**src/rtl/loader_pkg.sv**
```systemverilog
// Shared definitions for the serial loader: FSM encoding, default word width
// and frame length. Frame length grows by one parity bit when PARITY_CHECK_EN is defined.
package loader_pkg;

    typedef enum logic [1:0] {
        IDLE  = 2'b00,
        SHIFT = 2'b01,
        DONE  = 2'b10
    } state_t;

    localparam int DEFAULT_WIDTH = 8;

    function automatic int frame_len(input int width);
`ifdef PARITY_CHECK_EN
        return width + 1;
`else
        return width;
`endif
    endfunction

    localparam int FRAME_LEN = frame_len(DEFAULT_WIDTH);

endpackage

```
**src/rtl/serial_loader_bit_counter.sv**
```systemverilog
// Clearable, enabled up-counter with a terminal-count flag; counts sampled bits
// of the current frame for serial_loader.
module bit_counter #(
    parameter int CW   = 4,
    parameter int LAST = 7
) (
    input  logic CLK,
    input  logic RST,
    input  logic i_clr,
    input  logic i_en,
    output logic o_tc
);

    logic [CW-1:0] r_count;

    always_ff @(posedge CLK or negedge RST) begin
        if (!RST) begin
            r_count <= '0;
        end else if (i_clr) begin
            r_count <= '0;
        end else if (i_en) begin
            r_count <= r_count + CW'(1);
        end
    end

    // High while the counter sits on the index of the final bit of the frame
    assign o_tc = (r_count == CW'(LAST));

endmodule

```
**src/rtl/serial_loader.sv**
```systemverilog
// Serial-to-parallel front end: assembles a framed bit stream into a word and
// strobes LOAD for one cycle. Optional even-parity check under PARITY_CHECK_EN.
module serial_loader
    import loader_pkg::*;
#(
    parameter int WIDTH     = DEFAULT_WIDTH,
    parameter bit MSB_FIRST = 1'b1
) (
    input  logic             CLK,
    input  logic             RST,
    input  logic             START,
    input  logic             SVALID,
    input  logic             SIN,
    output logic [WIDTH-1:0] DATA_OUT,
    output logic             LOAD,
    output logic             BUSY,
    output logic             ERR
);

    localparam int FLEN = frame_len(WIDTH);
    localparam int CW   = $clog2(WIDTH + 2);

    state_t           r_state, w_state_next;
    logic [WIDTH-1:0] r_shift, w_shift_in, w_word;
    logic [WIDTH-1:0] r_data, w_data_next;
    logic             r_load, w_load_next;
    logic             r_busy, w_busy_next;
    logic             w_start, w_sample, w_tc, w_last, w_shift_en, w_good;

    assign w_start  = (r_state == IDLE) && START;
    assign w_sample = (r_state == SHIFT) && SVALID;
    assign w_last   = w_sample && w_tc;

    bit_counter #(
        .CW   (CW),
        .LAST (FLEN - 1)
    ) u_bit_counter (
        .CLK   (CLK),
        .RST   (RST),
        .i_clr (w_start),
        .i_en  (w_sample),
        .o_tc  (w_tc)
    );

    generate
        if (MSB_FIRST) begin : g_msb_first
            assign w_shift_in = {r_shift[WIDTH-2:0], SIN};
        end else begin : g_lsb_first
            assign w_shift_in = {SIN, r_shift[WIDTH-1:1]};
        end
    endgenerate

`ifdef PARITY_CHECK_EN
    logic r_par;
    logic r_err;

    // The parity bit is the last bit of the frame and never enters the data word
    assign w_shift_en = w_sample && !w_tc;
    assign w_word     = r_shift;
    assign w_good     = ~(r_par ^ SIN);

    always_ff @(posedge CLK or negedge RST) begin
        if (!RST) begin
            r_par <= 1'b0;
            r_err <= 1'b0;
        end else begin
            if (w_start) begin
                r_par <= 1'b0;
            end else if (w_sample) begin
                r_par <= r_par ^ SIN;
            end
            r_err <= w_last && !w_good;
        end
    end

    assign ERR = r_err;
`else
    assign w_shift_en = w_sample;
    assign w_word     = w_shift_in;
    assign w_good     = 1'b1;
    assign ERR        = 1'b0;
`endif

    always_ff @(posedge CLK or negedge RST) begin
        if (!RST) begin
            r_shift <= '0;
        end else if (w_start) begin
            r_shift <= '0;
        end else if (w_shift_en) begin
            r_shift <= w_shift_in;
        end
    end

    // Outputs are registered from next-state values so LOAD/DATA_OUT are valid throughout DONE
    always_comb begin
        w_state_next = r_state;
        w_load_next  = 1'b0;
        w_data_next  = r_data;
        case (r_state)
            IDLE: begin
                if (START) begin
                    w_state_next = SHIFT;
                end
            end
            SHIFT: begin
                if (w_last) begin
                    w_state_next = DONE;
                    if (w_good) begin
                        w_load_next = 1'b1;
                        w_data_next = w_word;
                    end
                end
            end
            DONE: begin
                w_state_next = IDLE;
            end
            default: begin
                w_state_next = IDLE;
            end
        endcase
        w_busy_next = (w_state_next != IDLE);
    end

    always_ff @(posedge CLK or negedge RST) begin
        if (!RST) begin
            r_state <= IDLE;
            r_data  <= '0;
            r_load  <= 1'b0;
            r_busy  <= 1'b0;
        end else begin
            r_state <= w_state_next;
            r_data  <= w_data_next;
            r_load  <= w_load_next;
            r_busy  <= w_busy_next;
        end
    end

    assign DATA_OUT = r_data;
    assign LOAD     = r_load;
    assign BUSY     = r_busy;

endmodule

```
**config.mk**
```make
export PLATFORM = sky130hd
export DESIGN_NAME = serial_loader
export DESIGN_NICKNAME = d
export VERILOG_FILES = /design/src/rtl/loader_pkg.sv /design/src/rtl/serial_loader_bit_counter.sv /design/src/rtl/serial_loader.sv
export SDC_FILE = /design/constraint.sdc
export NUM_CORES = 1
export LEC_CHECK = 0
export ABC_AREA = 0
export ABC_CLOCK_PERIOD_IN_PS = 4500
export CAP_MARGIN = 20
export CORE_MARGIN = 2
export CORE_UTILIZATION = 31
export DETAILED_ROUTE_END_ITERATION = 8
export PLACE_DENSITY = 0.57
export SYNTH_ARGS = -nofsm -noshare
export SYNTH_HDL_FRONTEND = slang
export SYNTH_SLANG_ARGS = --single-unit
```
**constraint.sdc**
```tcl
create_clock -name CLK -period 4.5 [get_ports CLK]
set_clock_uncertainty 0.1 [all_clocks]
set_input_delay 0.9 -clock CLK [delete_from_list [all_inputs] [get_ports CLK]]
set_output_delay 0.9 -clock CLK [all_outputs]
set_load 0.03 [all_outputs]
```
### After elaboration in Yosys (flattened, before gate mapping)

Cells that the tools add are included.

* bits of input ports: 5
* flip-flop bits (word level): 23
* output and inout port bits: 11
* logic and storage cells: 25

* add/sub/neg operators: 1
* eq/ne operators: 2
* muxes and demuxes: 9
* reduce and logical (&&, ||, !) cells: 7

Operators with widths (count)
* $mux 7: 2
* $mux 4: 2
* $add 4x1->4 const B: 1
* $eq 4x3->1 const B: 1
* $mux 2: 2
* $pmux 2 s2: 1
* $reduce_bool 2->1: 2
* $logic_and 1x1->1: 3
* $eq 2x1->1 const B: 1
* $logic_not 2->1: 1
* $mux 1: 2
* $reduce_and 2->1: 1

### Longest topological paths before layout

* word-level depth: 6
* depth in mapped cells: 4

### Cells and area by module

A second synthesis with hierarchy kept.

* cells, all modules: 86
* area total of the unflattened synthesis: 1038.5 um^2

Modules (own cells, without submodules)
* serial_loader: times used 1, area each 838.3 um^2, cells each 68
* bit_counter: times used 1, area each 200.2 um^2, cells each 18

### Worst setup path after synthesis

Ideal clock, no wire load.

* path type: input to register
* start: in SVALID
* end: reg r_data[0] (netlist: DATA_OUT[0])
* data arrival time: 1.735 ns
* cell stages on the path: 3
* library setup time: 0.125 ns
* setup slack: 2.540 ns
* cells stage by stage: nand3b_4 nor3_4 mux2_2

* word-level cells in the longest chain between the ends: 3

RTL lines
* start, declared: line serial_loader.sv:12 `input logic SVALID,`
* $logic_and 1x1->1: line serial_loader.sv:31 `assign w_sample = (r_state == SHIFT) && SVALID;`
* $logic_and 1x1->1: line serial_loader.sv:32 `assign w_last = w_sample && w_tc;`
* $reduce_and 2->1 (no line)
* end signal, assigned: line serial_loader.sv:132 `r_data <= w_data_next;`
* end, declared: line serial_loader.sv:25 `logic [WIDTH-1:0] r_data, w_data_next;`

No other way between the ends.
A chain may end at the register's enable or synchronous reset.

### Worst setup path in the final report

* start: reg r_data[1] (netlist: DATA_OUT[1])
* end: out DATA_OUT[1]

RTL lines
* end, declared: line serial_loader.sv:14 `output logic [WIDTH-1:0] DATA_OUT,`

No word-level cell between the ends.

==> results_dict.tcl <==
set metrics [dict create \
    run_status "finished, final reports clean" \
    clkLatencyLatePin_ns 0.31 \
    postCtsHoldBufs 0 \
    num_io_pins 16 \
    vdd_ir_drop_max_mv 0.366 \
    postCtsSetupRepairBufs 0 \
    postSynthCellCount 71 \
    antenna_violating_nets_post_route 0 \
    via_count_of_the_first_global_routing_pass 638 \
    fraction_of_the_cycle_the_final_worst_path_needs 0.522 \
    final_cell_mix "sky130_fd_sc_hd__dfrtp_1, sky130_fd_sc_hd__clkdlybuf4s50_1, sky130_fd_sc_hd__nand2_1" \
    synth_top_flop_cell "sky130_fd_sc_hd__dfrtp_1" \
    finish.cell_count_without_fillers 119 \
    number_of_buffers_added_on_ports 14 \
    via_per_inst 4.90 \
    synth_enable_flop_cells 0 \
    swShare 0.377 \
    post_dp_cell_area_mm2 0.00109 \
    critical_path_buf_inv_count 1 \
    category_of_cells_accounting_for_the_largest_share_of_critical_path_delay "buffers and inverters" \
    detailedRoute.firstPassIterationCount 4 \
    max-cap-violations 0 \
    crit_slowest_cell "sky130_fd_sc_hd__clkdlybuf4s50_1" \
    hold_viol 0 \
    slew_viol_final 0 \
    place.detailed.instances 114 \
    fin_total_pwr_uw 755 \
    design.die.area_mm2 0.00342 \
    cts_inserted_buffers 3 \
    syn-num-nets 77 \
    post-route-min-period_ns 2.35 \
    area.growth.synth_to_final_pct 22.7 \
    worstHoldPathType "register to register" \
    cell_internal_pwr_uw 471 \
    max_freq_mhz 426 \
    grt_overflow_total 0 \
    cts_root_buf "sky130_fd_sc_hd__clkbuf_4" \
    worstSetupEndpointType "output pin" \
    grt_max_usage_layer "met2" \
    dp_hpwl_um 1060 \
    netlist-cell-type-count 20 \
    seqPwrFrac 0.473 \
    post-route-cell-area_mm2 0.00113 \
    vias 583 \
    path_max_fanout 2 \
    post_route_cells_drive_above_1_share 0.216 \
    count_of_instances_resized_after_the_clock_tree_is_built 0 \
    met2_usage 0.162 \
    cts-htree-levels 1 \
    grt_pass1_wl_um 2850 \
    ys_seq_elements 23 \
    grt_antenna_before_repair 0 \
    routed_wirelength_um 1530 \
    die_w_um 58.5 \
    ys_warn_count 0 \
    rsz0062_at_grt "false" \
    total_leakage_power_uw 0.000496 \
    start_util 0.331 \
    synthArstFlopShare 1.00 \
    largest_net_degree_at_the_start_of_global_routing 24 \
    maxSlewHeadroom 0.645 \
    yosysSeqAreaShare 0.626 \
    setup_tns_ns 0 \
    globalplace.congestion 0.684 \
    finalSetupViolations 0 \
    rows 19 \
    power.share.combinational 0.406 \
    crit_chain "clkdlybuf4s50_1" \
    drt-wirelength-per-cell_um 12.9 \
    antenna_cells 0 \
    gr-usage-met3 0.0440 \
    cellPowerDensity_mw_per_mm2 669 \
    core-area_mm2 0.00278 \
    clock_tree_from_tritoncts "built" \
    path_clk_slew_ns 0.12 \
    grtUsageMet1 0.149 \
    remaining_drc_errors 0 \
    cp_data_arrival_time_ns 1.35 \
    ctsLongestPathBuffers 2 \
    timing.critical_path.required_ns 3.50 \
    worst_slew_pin_slew_ns 0.530 \
    first_iter_violations 7 \
    layout_commonest_cell "sky130_fd_sc_hd__dfrtp_1" \
    startpoint_type "register" \
    global_route.usage.total 0.111 \
    clkPwrFrac 0.122 \
    numClockSinks 23 \
    max_stage_delay_ns 0.67 \
    dieHeight_um 58.5 \
    mappedNetlistArea_um2 920 \
    finalNetCount 95 \
    setup.worst_path.class "register to output pin" \
    avgSynthCellArea_um2 13.0 \
    net-switching-power_uw 285 \
]
[path summary, 6_finish.rpt]
path / from / endpoint / slack (ns) / cells after the start
max in group asynchronous: RST / r_state[0]$_DFF_PN0_ / 3.01 / 2
min reg2reg: DATA_OUT[6]$_DFFE_PN0P_ / DATA_OUT[6]$_DFFE_PN0P_ / 0.42 / 1
min in group asynchronous: RST / DATA_OUT[3]$_DFFE_PN0P_ / 0.82 / 1
max: DATA_OUT[1]$_DFFE_PN0P_ / DATA_OUT[1] / 2.15 / 1
max reg2reg: r_state[1]$_DFF_PN0_ / DATA_OUT[6]$_DFFE_PN0P_ / 2.76 / 3
min: DATA_OUT[6]$_DFFE_PN0P_ / DATA_OUT[6]$_DFFE_PN0P_ / 0.42 / 1
[cells by family after synthesis]
kind of cell	after synthesis	synth area share
adder cells (fa/ha/maj)	1	0.0136
AND/OR/NAND/NOR	22	0.150
XOR/XNOR	1	0.00953
AO/OA/AOI/OAI	12	0.0816
multiplexers	8	0.0980
other	1	0.00408
flip-flops	23	0.626
buffers and inverters	3	0.0177
[synth_stat cells, types with 2 or more instances]
master                     n  area [um^2]
sky130_fd_sc_hd__nand2_1   9         33.8
sky130_fd_sc_hd__a22o_1    4         35.0
sky130_fd_sc_hd__dfrtp_1  23          576
sky130_fd_sc_hd__mux2_2    8         90.1
sky130_fd_sc_hd__nor2_1    4         15.0
sky130_fd_sc_hd__or3_2     2         15.0
sky130_fd_sc_hd__nor3_1    2         10.0
sky130_fd_sc_hd__a21oi_1   6         30.0
sky130_fd_sc_hd__o21ai_0   2         10.0
[worst reg2reg max path: stages (launching register included)]
cell and delay, ns:
sky130_fd_sc_hd__dfrtp_1 0.44, sky130_fd_sc_hd__nand3b_4 0.24, sky130_fd_sc_hd__nor3_4 0.48, sky130_fd_sc_hd__mux2_2 0.39
[sequential cells by signal, summed over array words and instances (netlist names)]
signal,cells
LOAD,1
u_bit_counter.r_count,4
r_shift,7
DATA_OUT,8
r_state,2
BUSY,1
[cell type report]
cell class                      instances  area [um^2]
Tap cell                               31         38.8
Clock buffer                            3         22.5
Multi-Input combinational cell         45          328
Fill cell                             273         1650
Timing Repair Buffer                   15          155
Clock inverter                          1         5.00
Inverter                                1         3.75
Sequential cell                        23          576
[power groups by stage]
| stage | combinational (uW) | sequential (uW) | clock [uW] |
|---|---|---|---|
| 2_1_floorplan | 136 | 421 | 0 |
| 3_3_place_gp | 304 | 359 | 0 |
| 3_5_place_dp | 307 | 362 | 0 |
| 4_1_cts | 309 | 358 | 98.6 |
| 5_1_grt | 340 | 371 | 107 |
| 6_report | 306 | 357 | 91.9 |
[through the flow]
stage	util	hold slack (ns)	setup WS (ns)
after floorplan	-	0.378	2.54
after global placement	0.390	0.393	1.86
after detailed placement	0.390	0.397	1.82
after CTS	0.400	0.428	2.13
after global routing	0.406	0.450	2.08
final	0.406	0.419	2.15
[routing by layer]
layer | up-vias | part of all wire | wire, um
met5 | - | 0 | 0
met4 | 0 | 0.011 | 17
met3 | 2 | 0.063 | 96
met2 | 16 | 0.42 | 649
met1 | 283 | 0.50 | 771
li1 | 282 | - | -
Note: power is estimated with default switching activity, not from simulation.
